[src/rtl/riscv_pkg.sv]
// Shared RV32I encodings used by the writeback stage and its load formatter.
package riscv_pkg;
  localparam int XLEN = 32;

  localparam logic [1:0] WB_ALU  = 2'd0;
  localparam logic [1:0] WB_LOAD = 2'd1;
  localparam logic [1:0] WB_PC4  = 2'd2;

  localparam logic [2:0] F3_LB  = 3'd0;
  localparam logic [2:0] F3_LH  = 3'd1;
  localparam logic [2:0] F3_LW  = 3'd2;
  localparam logic [2:0] F3_LBU = 3'd4;
  localparam logic [2:0] F3_LHU = 3'd5;

  typedef struct packed {
    logic            valid;
    logic [4:0]      rd;
    logic            rf_we;
    logic [1:0]      wb_sel;
    logic [2:0]      funct3;
    logic [XLEN-1:0] alu;
    logic [XLEN-1:0] pc;
  } wb_reg_t;
endpackage

[src/rtl/load_align.sv]
// Picks the byte/halfword lane of a load word and sign/zero-extends it.
module load_align
  import riscv_pkg::*;
(
  input  logic [XLEN-1:0] word,
  input  logic [1:0]      addr,
  input  logic [2:0]      funct3,
  output logic [XLEN-1:0] data
);
  logic [3:0][7:0] lanes;
  logic [7:0]      byte_sel;
  logic [15:0]     half_sel;

  assign lanes    = word;
  assign byte_sel = lanes[addr];
  assign half_sel = addr[1] ? word[31:16] : word[15:0];

  always_comb begin
    data = word;
    case (funct3)
      F3_LB:   data = {{24{byte_sel[7]}}, byte_sel};
      F3_LH:   data = {{16{half_sel[15]}}, half_sel};
      F3_LW:   data = word;
      F3_LBU:  data = {24'd0, byte_sel};
      F3_LHU:  data = {16'd0, half_sel};
      default: data = word;
    endcase
  end
endmodule

[src/rtl/wb_stage.sv]
// MEM/WB pipeline register, load formatting, register-file write port,
// bypass copy and retired-instruction counter.
module wb_stage
  import riscv_pkg::*;
#(
  parameter logic [31:0] RESET_PC = 32'h0000_0000
) (
  input  logic        clk,
  input  logic        rst,
  input  logic        stall,
  input  logic        flush,
  input  logic        valid_in,
  input  logic [4:0]  rd_in,
  input  logic        rf_we_in,
  input  logic [1:0]  wb_sel_in,
  input  logic [2:0]  funct3_in,
  input  logic [31:0] alu_in,
  input  logic [31:0] pc_in,
  input  logic [31:0] dmem_rdata,
  output logic [4:0]  WAddr_RF,
  output logic        WrEn_RF,
  output logic [31:0] WD_RF,
  output logic        fwd_valid,
  output logic [4:0]  fwd_rd,
  output logic [31:0] fwd_data,
  output logic [31:0] instret
);
  wb_reg_t     q;
  logic        first_q;
  logic [31:0] hold_q;
  logic [31:0] fmt_data;
  logic [31:0] load_val;

  always_ff @(posedge clk) begin
    if (rst) begin
      q       <= '{valid: 1'b0, rd: 5'd0, rf_we: 1'b0, wb_sel: WB_ALU,
                   funct3: 3'd0, alu: 32'd0, pc: RESET_PC};
      first_q <= 1'b0;
    end else if (stall) begin
      // dmem_rdata is only good for one cycle; after that hold_q carries it
      if (first_q) first_q <= 1'b0;
    end else if (flush) begin
      q.valid <= 1'b0;
      first_q <= 1'b0;
    end else begin
      q       <= '{valid: valid_in, rd: rd_in, rf_we: rf_we_in, wb_sel: wb_sel_in,
                   funct3: funct3_in, alu: alu_in, pc: pc_in};
      first_q <= 1'b1;
    end
  end

  load_align u_align (
    .word   (dmem_rdata),
    .addr   (q.alu[1:0]),
    .funct3 (q.funct3),
    .data   (fmt_data)
  );

  always_ff @(posedge clk) begin
    if (rst)          hold_q <= 32'd0;
    else if (first_q) hold_q <= fmt_data;
  end

  assign load_val = first_q ? fmt_data : hold_q;

  always_comb begin
    WD_RF = q.alu;
    case (q.wb_sel)
      WB_LOAD: WD_RF = load_val;
      WB_PC4:  WD_RF = q.pc + 32'd4;
      default: WD_RF = q.alu;
    endcase
  end

  assign WAddr_RF = q.rd;
  assign WrEn_RF  = q.valid & q.rf_we & (q.rd != 5'd0);

  assign fwd_valid = WrEn_RF;
  assign fwd_rd    = WAddr_RF;
  assign fwd_data  = WD_RF;

  // Counts on departure so a stalled instruction is counted exactly once
  always_ff @(posedge clk) begin
    if (rst)                   instret <= 32'd0;
    else if (q.valid && !stall) instret <= instret + 32'd1;
  end
endmodule

[config.mk]
export PLATFORM = sky130hd
export DESIGN_NAME = wb_stage
export DESIGN_NICKNAME = d
export VERILOG_FILES = /design/src/rtl/riscv_pkg.sv /design/src/rtl/load_align.sv /design/src/rtl/wb_stage.sv
export SDC_FILE = /design/constraint.sdc
export NUM_CORES = 1
export LEC_CHECK = 0
export CAP_MARGIN = 20
export CORE_MARGIN = 2
export CORE_UTILIZATION = 45
export CTS_BUF_LIST = sky130_fd_sc_hd__clkbuf_8
export DETAILED_ROUTE_END_ITERATION = 10
export PLACE_DENSITY = 0.86
export SKIP_LAST_GASP = 1
export SLEW_MARGIN = 20
export SYNTH_ARGS = -nofsm -noshare
export SYNTH_HDL_FRONTEND = slang
export SYNTH_SLANG_ARGS = --single-unit
[constraint.sdc]
create_clock -name clk -period 3 [get_ports clk]
set_input_delay 0.3 -clock clk [delete_from_list [all_inputs] [get_ports clk]]
set_output_delay 0.3 -clock clk [all_outputs]
set_load 0.05 [all_outputs]
# After elaboration in Yosys (flattened, before gate mapping)
# Cells that the tools add are included.
# word_totals
input_bits	112
wordCells	36
out_inout_bits	108
ff_bits	141
# op_classes
mux	8
n_reduce_logical	6
eq_ne	5
addsub	2
bitwise	4
magnitude_cmp	1
# ops
cell	count
$pmux W32 S4	1
$pmux W32 S2	1
$add A32 B1 Y32 const B	1
$add A32 B3 Y32 const B	1
$mux W32	1
$bmux W8 S2	1
$mux W16	1
$mux W8	1
$eq A3 B3 Y1 const B	2
$reduce_bool A5 Y1	1
$eq A3 B1 Y1 const B	1
$logic_not A3 Y1	1
$lt A2 B3 Y1 const B	1
$and A1 B1 Y1	2
$eq A2 B1 Y1 const B	1
$eq A2 B2 Y1 const B	1
$mux W1	2
$not A1 Y1	2
$reduce_and A2 Y1	1
$reduce_or A2 Y1	1
$logic_and A1 B1 Y1	1
$logic_not A1 Y1	1

# Logic depth before layout (Yosys ltp)
# Gate-level depths: netlist (run 1).
# depth
ltp_word	5
depth_mapped	9
mapped_depth_nobuf	6

# Modules after synthesis
# Synthesis (run 1) repeated with hierarchy kept, for this count alone.
# unflattened
hier_cells	962
hier_area_um2	7507.2
# modules_own_cells
mod	area_per_inst_um2	instances	cells_each	seq_area_each_um2
wb_stage	6707.7	1	844	2822.7
load_align	799.5	1	118	0.0

# Worst setup path after synthesis (run 1)
# No wires, ideal clock.
# synth_timing
kind	register -> output
start	register q[64] in the netlist's numbering
end	output port fwd_data[17]
required_time_ns	2.700
stages_incl_launch_ff	9
path_buffers	3
arrival_ns	3.032
path_slack_ns	-0.332
path_cell_list	dfxtp_1 > clkbuf_1 > nor2_1 > mux2i_1 > o31ai_4 > buf_2 > a21oi_1 > o31ai_1 > buf_4
# synth_via
elab_chain_len	4
elab_cells_between_ends	7
cone_classes	eq/ne (3); mux (3); reduce/logical (1)
# synth_lines
element	line_no	source
start: declaration	wb_stage.sv:28	wb_reg_t q;
start signal: assignment	wb_stage.sv:36	q <= '{valid: 1'b0, rd: 5'd0, rf_we: 1'b0, wb_sel: WB_ALU,
start signal: assignment	wb_stage.sv:46	q <= '{valid: valid_in, rd: rd_in, rf_we: rf_we_in, wb_sel: wb_sel_in,
$eq A3 B3 Y1, or another cell as far along	load_align.sv:20	case (funct3)
$pmux W32 S4 (*)	load_align.sv:20	
$mux W32 (*)	--	
$pmux W32 S2 (*)	wb_stage.sv:68	case (q.wb_sel)
end: declaration	wb_stage.sv:25	output logic [31:0] fwd_data,
# Every way passes the cells marked *; elsewhere a longest branch is shown, timed or not.

# Worst setup path after layout (run 1)
# layout_timing
start	register q[64] in the netlist's numbering
end	output port fwd_data[12]
# Same word-level chain as after synthesis.

==> results of run 1 <==
where the power goes:
| part | switching (W) | internal (W) |
|---|---|---|
| Clock | 0.000795 | 0.000605 |
| Combinational | 0.000494 | 0.000356 |
| Sequential | 0.0000598 | 0.00194 |
| Total | 0.00135 | 0.00290 |
worst paths after layout:
| check | start | to | slack (ps) | cells after the start |
|---|---|---|---|---|
| max reg2reg | instret[0]$_SDFFE_PP0P_ | instret[24]$_SDFFE_PP0P_ | 980 | 6 |
| max | q[64]$_SDFFE_PP0P_ | fwd_data[12] | 100 | 8 |
| min | alu_in[20] | q[52]$_SDFFE_PP0P_ | 390 | 3 |
| min reg2reg | q[58]$_SDFFE_PP0P_ | q[58]$_SDFFE_PP0P_ | 460 | 2 |
worst max-delay path, stage by stage, from the launching register on:
cell      delay (ps)
dfxtp_1          500
buf_4            250
nor3b_1           70
a221oi_1         330
buf_4            180
nand2_1           70
a32oi_1          310
o21ai_1          190
buf_4            230
through the flow:
step | setup WS (ps) | area (µm²) | utilization (%) | std cells
floorplan | 11.2 | 7440 | - | 964
global placement | 385 | 9600 | 60.0 | 1320
detailed placement | 358 | 9600 | 60.0 | 1320
CTS | 5.61 | 9960 | 62.2 | 1352
global route | 7.57 | 10000 | 62.7 | 1356
finish | 103 | 10000 | 62.7 | 1356
flip-flops by register name, summed over array words and instances (netlist names):
register,cells
first_q,1
WAddr_RF,5
instret,32
hold_q,32
q,71
synth_stat cells, types with 10 or more instances:
| cell | n | area (µm²) |
|---|---|---|
| mux2i_1 | 11 | 110 |
| inv_1 | 12 | 45.0 |
| buf_4 | 43 | 323 |
| xnor2_1 | 27 | 236 |
| o211ai_1 | 14 | 105 |
| nand3_1 | 16 | 80.1 |
| o21ai_0 | 21 | 105 |
| nor2b_1 | 10 | 62.6 |
| nand2_1 | 214 | 803 |
| nor3_1 | 17 | 85.1 |
| a22oi_1 | 10 | 75.1 |
| o221ai_1 | 11 | 96.3 |
| nand4_1 | 20 | 125 |
| xor2_1 | 24 | 210 |
| o22ai_1 | 10 | 62.6 |
| clkbuf_1 | 51 | 191 |
| and2_1 | 12 | 75.1 |
| a21oi_1 | 94 | 470 |
| nor2_1 | 82 | 308 |
| dfxtp_1 | 141 | 2820 |
routing by layer:
layer | GRT usage [%] | routed length, µm
met5 | 0 | 0
met3 | 5.52 | 2200
met1 | 35.2 | 9670
met4 | 9.08 | 554
met2 | 41.0 | 11000
final cells by class:
cell class                 count  share of cell area (%)
multi-input combinational    706                    40.3
sequential                   141                    28.2
timing repair buffer         248                    24.8
tap                          216                    2.69
clock buffer                  18                    2.47
clock inverter                14                    1.08
inverter                      12                   0.449
antenna                        1                  0.0249
repair_timing:
action / in CTS / in global routing
setup buffers: 0 / 3
endpoints found under the setup margin: 0 / 22
hold buffers: 0 / 0
hold endpoints to repair: 0 / 0
resized for setup: 0 / 15
cell families (layout without fill, tap and decap cells):
family / count (synthesis) / after routing / share of synthesized area [%]
XOR/XNOR: 51 / 51 / 6.02
buffers and inverters: 117 / 292 / 8.23
multiplexers: 17 / 17 / 2.39
other: 0 / 1 / 0
AO/OA/AOI/OAI: 194 / 194 / 16.1
flip-flops: 141 / 141 / 38.0
AND/OR/NAND/NOR: 440 / 440 / 28.6
adder cells (fa/ha/maj): 4 / 4 / 0.674
==> summary.md, run 1 <==
| Metric | Value |
|---|---|
| Die area | `0.0175 mm²` |
| Total CTS buffers | `17` |
| Via count | `7,587` |
| # DRC | `0` |
| CP Class | `flop to primary output` |
| Min-Delay Path Class | `input port to flop` |
| RSZ-0062 raised after global routing | `no` |
| FF+latch area | `0.00283 mm²` |
| Crit path time final | `2900 ps` |
| Detailed Place HPWL | `17,300 µm` |
| H-tree depth | `4` |
| Worst-Skew Late Latency | `450 ps` |
| Worst vdd ir | `282 µV` |
| Clock Path Buffers | `2` |
| Commonest non-fill, non-tap cell in the layout | `nand2_1` |
| P per Cell Area | `424 mW/mm²` |
| Die Width | `132 µm` |
| Total power | `0.00425 W` |
| CORE AREA | `0.0160 mm²` |
| CP arrival | `2600 ps` |
| Largest net degree at the start of global routing | `86` |
| Max_cap viols | `0` |
| Yosys Warn Count | `0` |
| CP Capture Type | `primary output` |
| Worst-margin pin slew | `885 ps` |
| Vias in the first global route | `6,905` |
| Synthesized cell area | `0.00742 mm²` |
| Drt wl/cell | `17.2 µm` |
| 1st-pass router iterations | `5` |
| Syn_nets | `1,080` |
| WL final | `23,400 µm` |
| Count of cell types in the netlist | `57` |
| Initial Util | `46.4%` |
| Max Freq | `345 MHz` |
| Sequential fraction of the synthesis area | `38.0%` |
| Minimum hold slack | `390 ps` |
| # rows | `46` |
| NumNets Final | `1,242` |
| I/O Buffers | `219` |
| Outcome | `complete, no violations` |
| Via/cell ratio | `5.60` |
| Cells after Synth | `964` |
| Pins Over Slew Limit | `0` |
| GP Congestion | `0.954` |
| Area Growth Syn to Fin | `35.2%` |
| Worst Path Required | `2700 ps` |
| CP Launch Type | `flop` |
| Filler cells | `1,386` |
| Layout Skew | `11.3 ps` |
| EDFF count, synth | `0` |
| Number of antenna violations at the first check in global routing | `1` |
| Final hold vios | `0` |
| Clock transition at path regs | `80 ps` |
| Setup Viol. Count Final | `0` |
| Multi-input gate area | `0.00405 mm²` |
| ANT nets after route | `0` |
| Rel. slew slack | `41.0%` |
| Crit-path max FO | `12` |
| Clock root buffer | `clkbuf_8` |
| GR Overflow Total | `0` |
| Io pins | `220` |
| First-pass GRT wire length | `36,600 µm` |
| Syn avg cell area | `7.70 µm²` |
| Main synth FF type | `dfxtp_1` |
| Die H | `132 µm` |
| Pleak | `3.59 nW` |
| Final TNS setup | `0 ps` |
| Initial DRC count | `869` |
| FFs w/ async S/R, synth | `0%` |
| Total track usage | `25.9%` |
| #FFs+latches synth | `141` |
| Period utilisation layout | `96.6%` |
| Layout cell share with drive strength beyond 1 | `14.8%` |
| Clock Sink Count | `141` |
| CTS tree | `built` |
| Most frequent cells in the layout | `nand2_1, clkdlybuf4s50_1, dfxtp_1, a21oi_1, nor2_1` |
No activity file was read; power rests on OpenSTA's default activity.
==> run 2: changes to the inputs <==
--- a/config.mk
+++ b/config.mk
@@ -16,3 +16,4 @@
 export SYNTH_ARGS = -nofsm -noshare
 export SYNTH_HDL_FRONTEND = slang
 export SYNTH_SLANG_ARGS = --single-unit
+export TNS_END_PERCENT = 20
==> run 2 against run 1 <==
  * Cell area grew 1.2%
  * Utilization grew 0.78 points
  * Clock-buffer cell count grew 1
  * Critical path depth shrank 1
  * Wire length shrank 2.7%
  * Setup slack lost 40 ps
==> summary.md, run 2 (synthesis results as in run 1) <==
| Metric | Value |
|---|---|
| Post-CTS Hold Buffers | `0 (unchanged)` |
| Filler cells | `1,390 (+0.29%)` |
| Slowest cell delay on critical path | `530 ps (+30 ps)` |
| Layout Skew | `9.35 ps (-1.91 ps)` |
| Largest regs | `q x71, hold_q x32, instret x32` |
| Metal2 WL | `10,300 µm (-6.1%)` |
| Io pins | `220 (unchanged)` |
| Cell family with most CP delay | `compound AO/OA/AOI/OAI gates` |
| Detailed Place HPWL | `16,800 µm (-2.4%)` |
| Max reg flops | `71 (unchanged)` |
| Crit path max-delay cell type | `dfxtp_1` |
| 1st-pass router iterations | `5 (unchanged)` |
| Most frequent cells in the layout | `nand2_1, clkdlybuf4s50_1, dfxtp_1, a21oi_1, nor2_1` |
| Commonest non-fill, non-tap cell in the layout | `nand2_1` |
| Rel. slew slack | `48.3% (+7.3 points)` |
| RSZ-0062 raised after global routing | `yes` |
| GP Congestion | `0.923 (-3.2%)` |
| Worst-margin pin slew | `769 ps (-116 ps)` |
| CP arrival | `2640 ps (+40 ps)` |
| Area Growth Syn to Fin | `36.9%` |
| Period utilisation layout | `97.9% (+1.3 points)` |
| First-pass GRT wire length | `35,500 µm (-2.9%)` |
| Pins Over Slew Limit | `0 (unchanged)` |
| Final hold vios | `0 (unchanged)` |
| Via/cell ratio | `5.53 (-1.2%)` |
| Min-Delay Path Class | `input port to flop` |
| Placed Cells incl. Taps | `1,321 (+0.076%)` |
| Die H | `132 µm (unchanged)` |
| NumNets Final | `1,243 (+0.081%)` |
| Number of antenna violations at the first check in global routing | `1 (unchanged)` |
| Largest net degree at the start of global routing | `81 (-5.8%)` |
| CP Launch Type | `flop` |
| Outcome | `complete, no violations` |
| Max Freq | `341 MHz (-1.4%)` |
| GR Overflow Total | `0 (unchanged)` |
| Drt wl/cell | `16.8 µm (-2.7%)` |
| # DRC | `0 (unchanged)` |
| Minimum hold slack | `132 ps (-257 ps)` |
| Worst-Skew Late Latency | `450 ps (about the same)` |
| Met3 wire len | `1880 µm (-15%)` |
| CTS tree | `built` |
| Initial Util | `46.4% (unchanged)` |
| Layout cell share with drive strength beyond 1 | `14.6% (-0.28 points)` |
| Final TNS setup | `0 ps (unchanged)` |
| Top sig layer | `met4` |
| Initial DRC count | `691 (-20%)` |
| Max_cap viols | `0 (unchanged)` |
| Clock transition at path regs | `80 ps (about the same)` |
| Pleak | `3.70 nW (+3.0%)` |
| Crit-path max FO | `11 (-1)` |
| CORE AREA | `0.0160 mm² (unchanged)` |
| Biggest register | `q` |
| Setup Viol. Count Final | `0 (unchanged)` |
| Die Width | `132 µm (unchanged)` |
| Critical-path cell list | `nor2b_1, buf_4, nor2_1, o311ai_1, o211ai_1, o211ai_1, buf_4` |
| H-tree depth | `4 (unchanged)` |
| Via count | `7,502 (-1.1%)` |
| Worst vdd ir | `312 µV (+11%)` |
| Crit path time final | `2940 ps (+39.8 ps)` |
| Crit path buf inv count | `2 (-1)` |
| CP Capture Type | `primary output` |
| Total CTS buffers | `17 (unchanged)` |
| Clock root buffer | `clkbuf_8` |
| P per Cell Area | `453 mW/mm² (+6.9%)` |
| M1 WL | `9980 µm (+3.2%)` |
| Final core utilization | `63.5% (+0.78 points)` |
| WL final | `22,800 µm (-2.7%)` |
| ANT nets after route | `0 (unchanged)` |
| Post-route insts no fill | `1,357 (+0.074%)` |
| CP Class | `flop to primary output` |
| Worst Path Required | `2700 ps (about the same)` |
| Clock Sink Count | `141 (unchanged)` |
| Total track usage | `25.1% (-0.81 points)` |
| # rows | `46 (unchanged)` |
| Clock Path Buffers | `2 (unchanged)` |
| Die area | `0.0175 mm² (unchanged)` |
| I/O Buffers | `219 (unchanged)` |
| Vias in the first global route | `6,958 (+0.77%)` |
-- run 2: cell count changes in the layout (fill, tap and decap cells not counted), moves of 3 or more --
cell,delta
buf_6,+3
o21ai_1,-5
clkinvlp_4,-3
bufinv_16,+5
o21ai_0,+4
dfxtp_2,-3
inv_6,-6
dfxtp_1,+3
-- run 2: worst register-to-register path, delay by kind of cell (launching register included) --
family | cells | cell delay, ps
AND/OR/NAND/NOR | 4 | 1150
AO/OA/AOI/OAI | 1 | 150
flip-flops | 1 | 460
adder cells (fa/ha/maj) | 1 | 240
-- run 2: metrics by stage --
stage | total power (W) | worst slack, ps | cell area (µm²)
2_1_floorplan | 0.00253 | -257 | 7430
3_3_place_gp | 0.00285 | 293 | 9570
3_5_place_dp | 0.00287 | 260 | 9570
4_1_cts | 0.00460 | -137 | 10000
5_1_grt | 0.00476 | -85.8 | 10200
6_report | 0.00460 | 63.4 | 10200
-- run 2: path summary, 6_finish.rpt --
kind	from	slack (ps)	end	cells past startpoint
max	q[32]$_SDFFE_PP0P_	60	WD_RF[7]	7
min	rst	130	instret[19]$_SDFFE_PP0P_	2
max reg2reg	instret[0]$_SDFFE_PP0P_	940	instret[26]$_SDFFE_PP0P_	6
min reg2reg	q[41]$_SDFFE_PP0P_	460	q[41]$_SDFFE_PP0P_	2
-- run 2: metal layers --
layer	vias to the layer above	global-route usage, %
met1	3504	34.8
met5	-	0
met3	47	5.06
met2	346	38.5
met4	0	9.74
li1	3605	-
-- run 2: area by class of cell --
cell class | instances | area (µm²) | area share, %
Antenna cell | 1 | 2.50 | 0.0246
Clock inverter | 13 | 196 | 1.93
Multi-Input combinational cell | 706 | 4080 | 40.2
Clock buffer | 19 | 262 | 2.57
Tap cell | 216 | 270 | 2.66
Inverter | 12 | 45.0 | 0.443
Sequential cell | 141 | 2830 | 27.8
Timing Repair Buffer | 249 | 2480 | 24.4
-- run 2: power breakdown --
group	switching, W	internal [W]
sequential	0.0000575	0.00194
clock	0.000733	0.00102
combinational	0.000489	0.000356
-- run 2: timing repair --
item	CTS	global route
cloned	0	0
pin swaps	0	6
buffers inserted	0	3
gates resized for setup	1	22
endpoints found under the setup margin	12	33
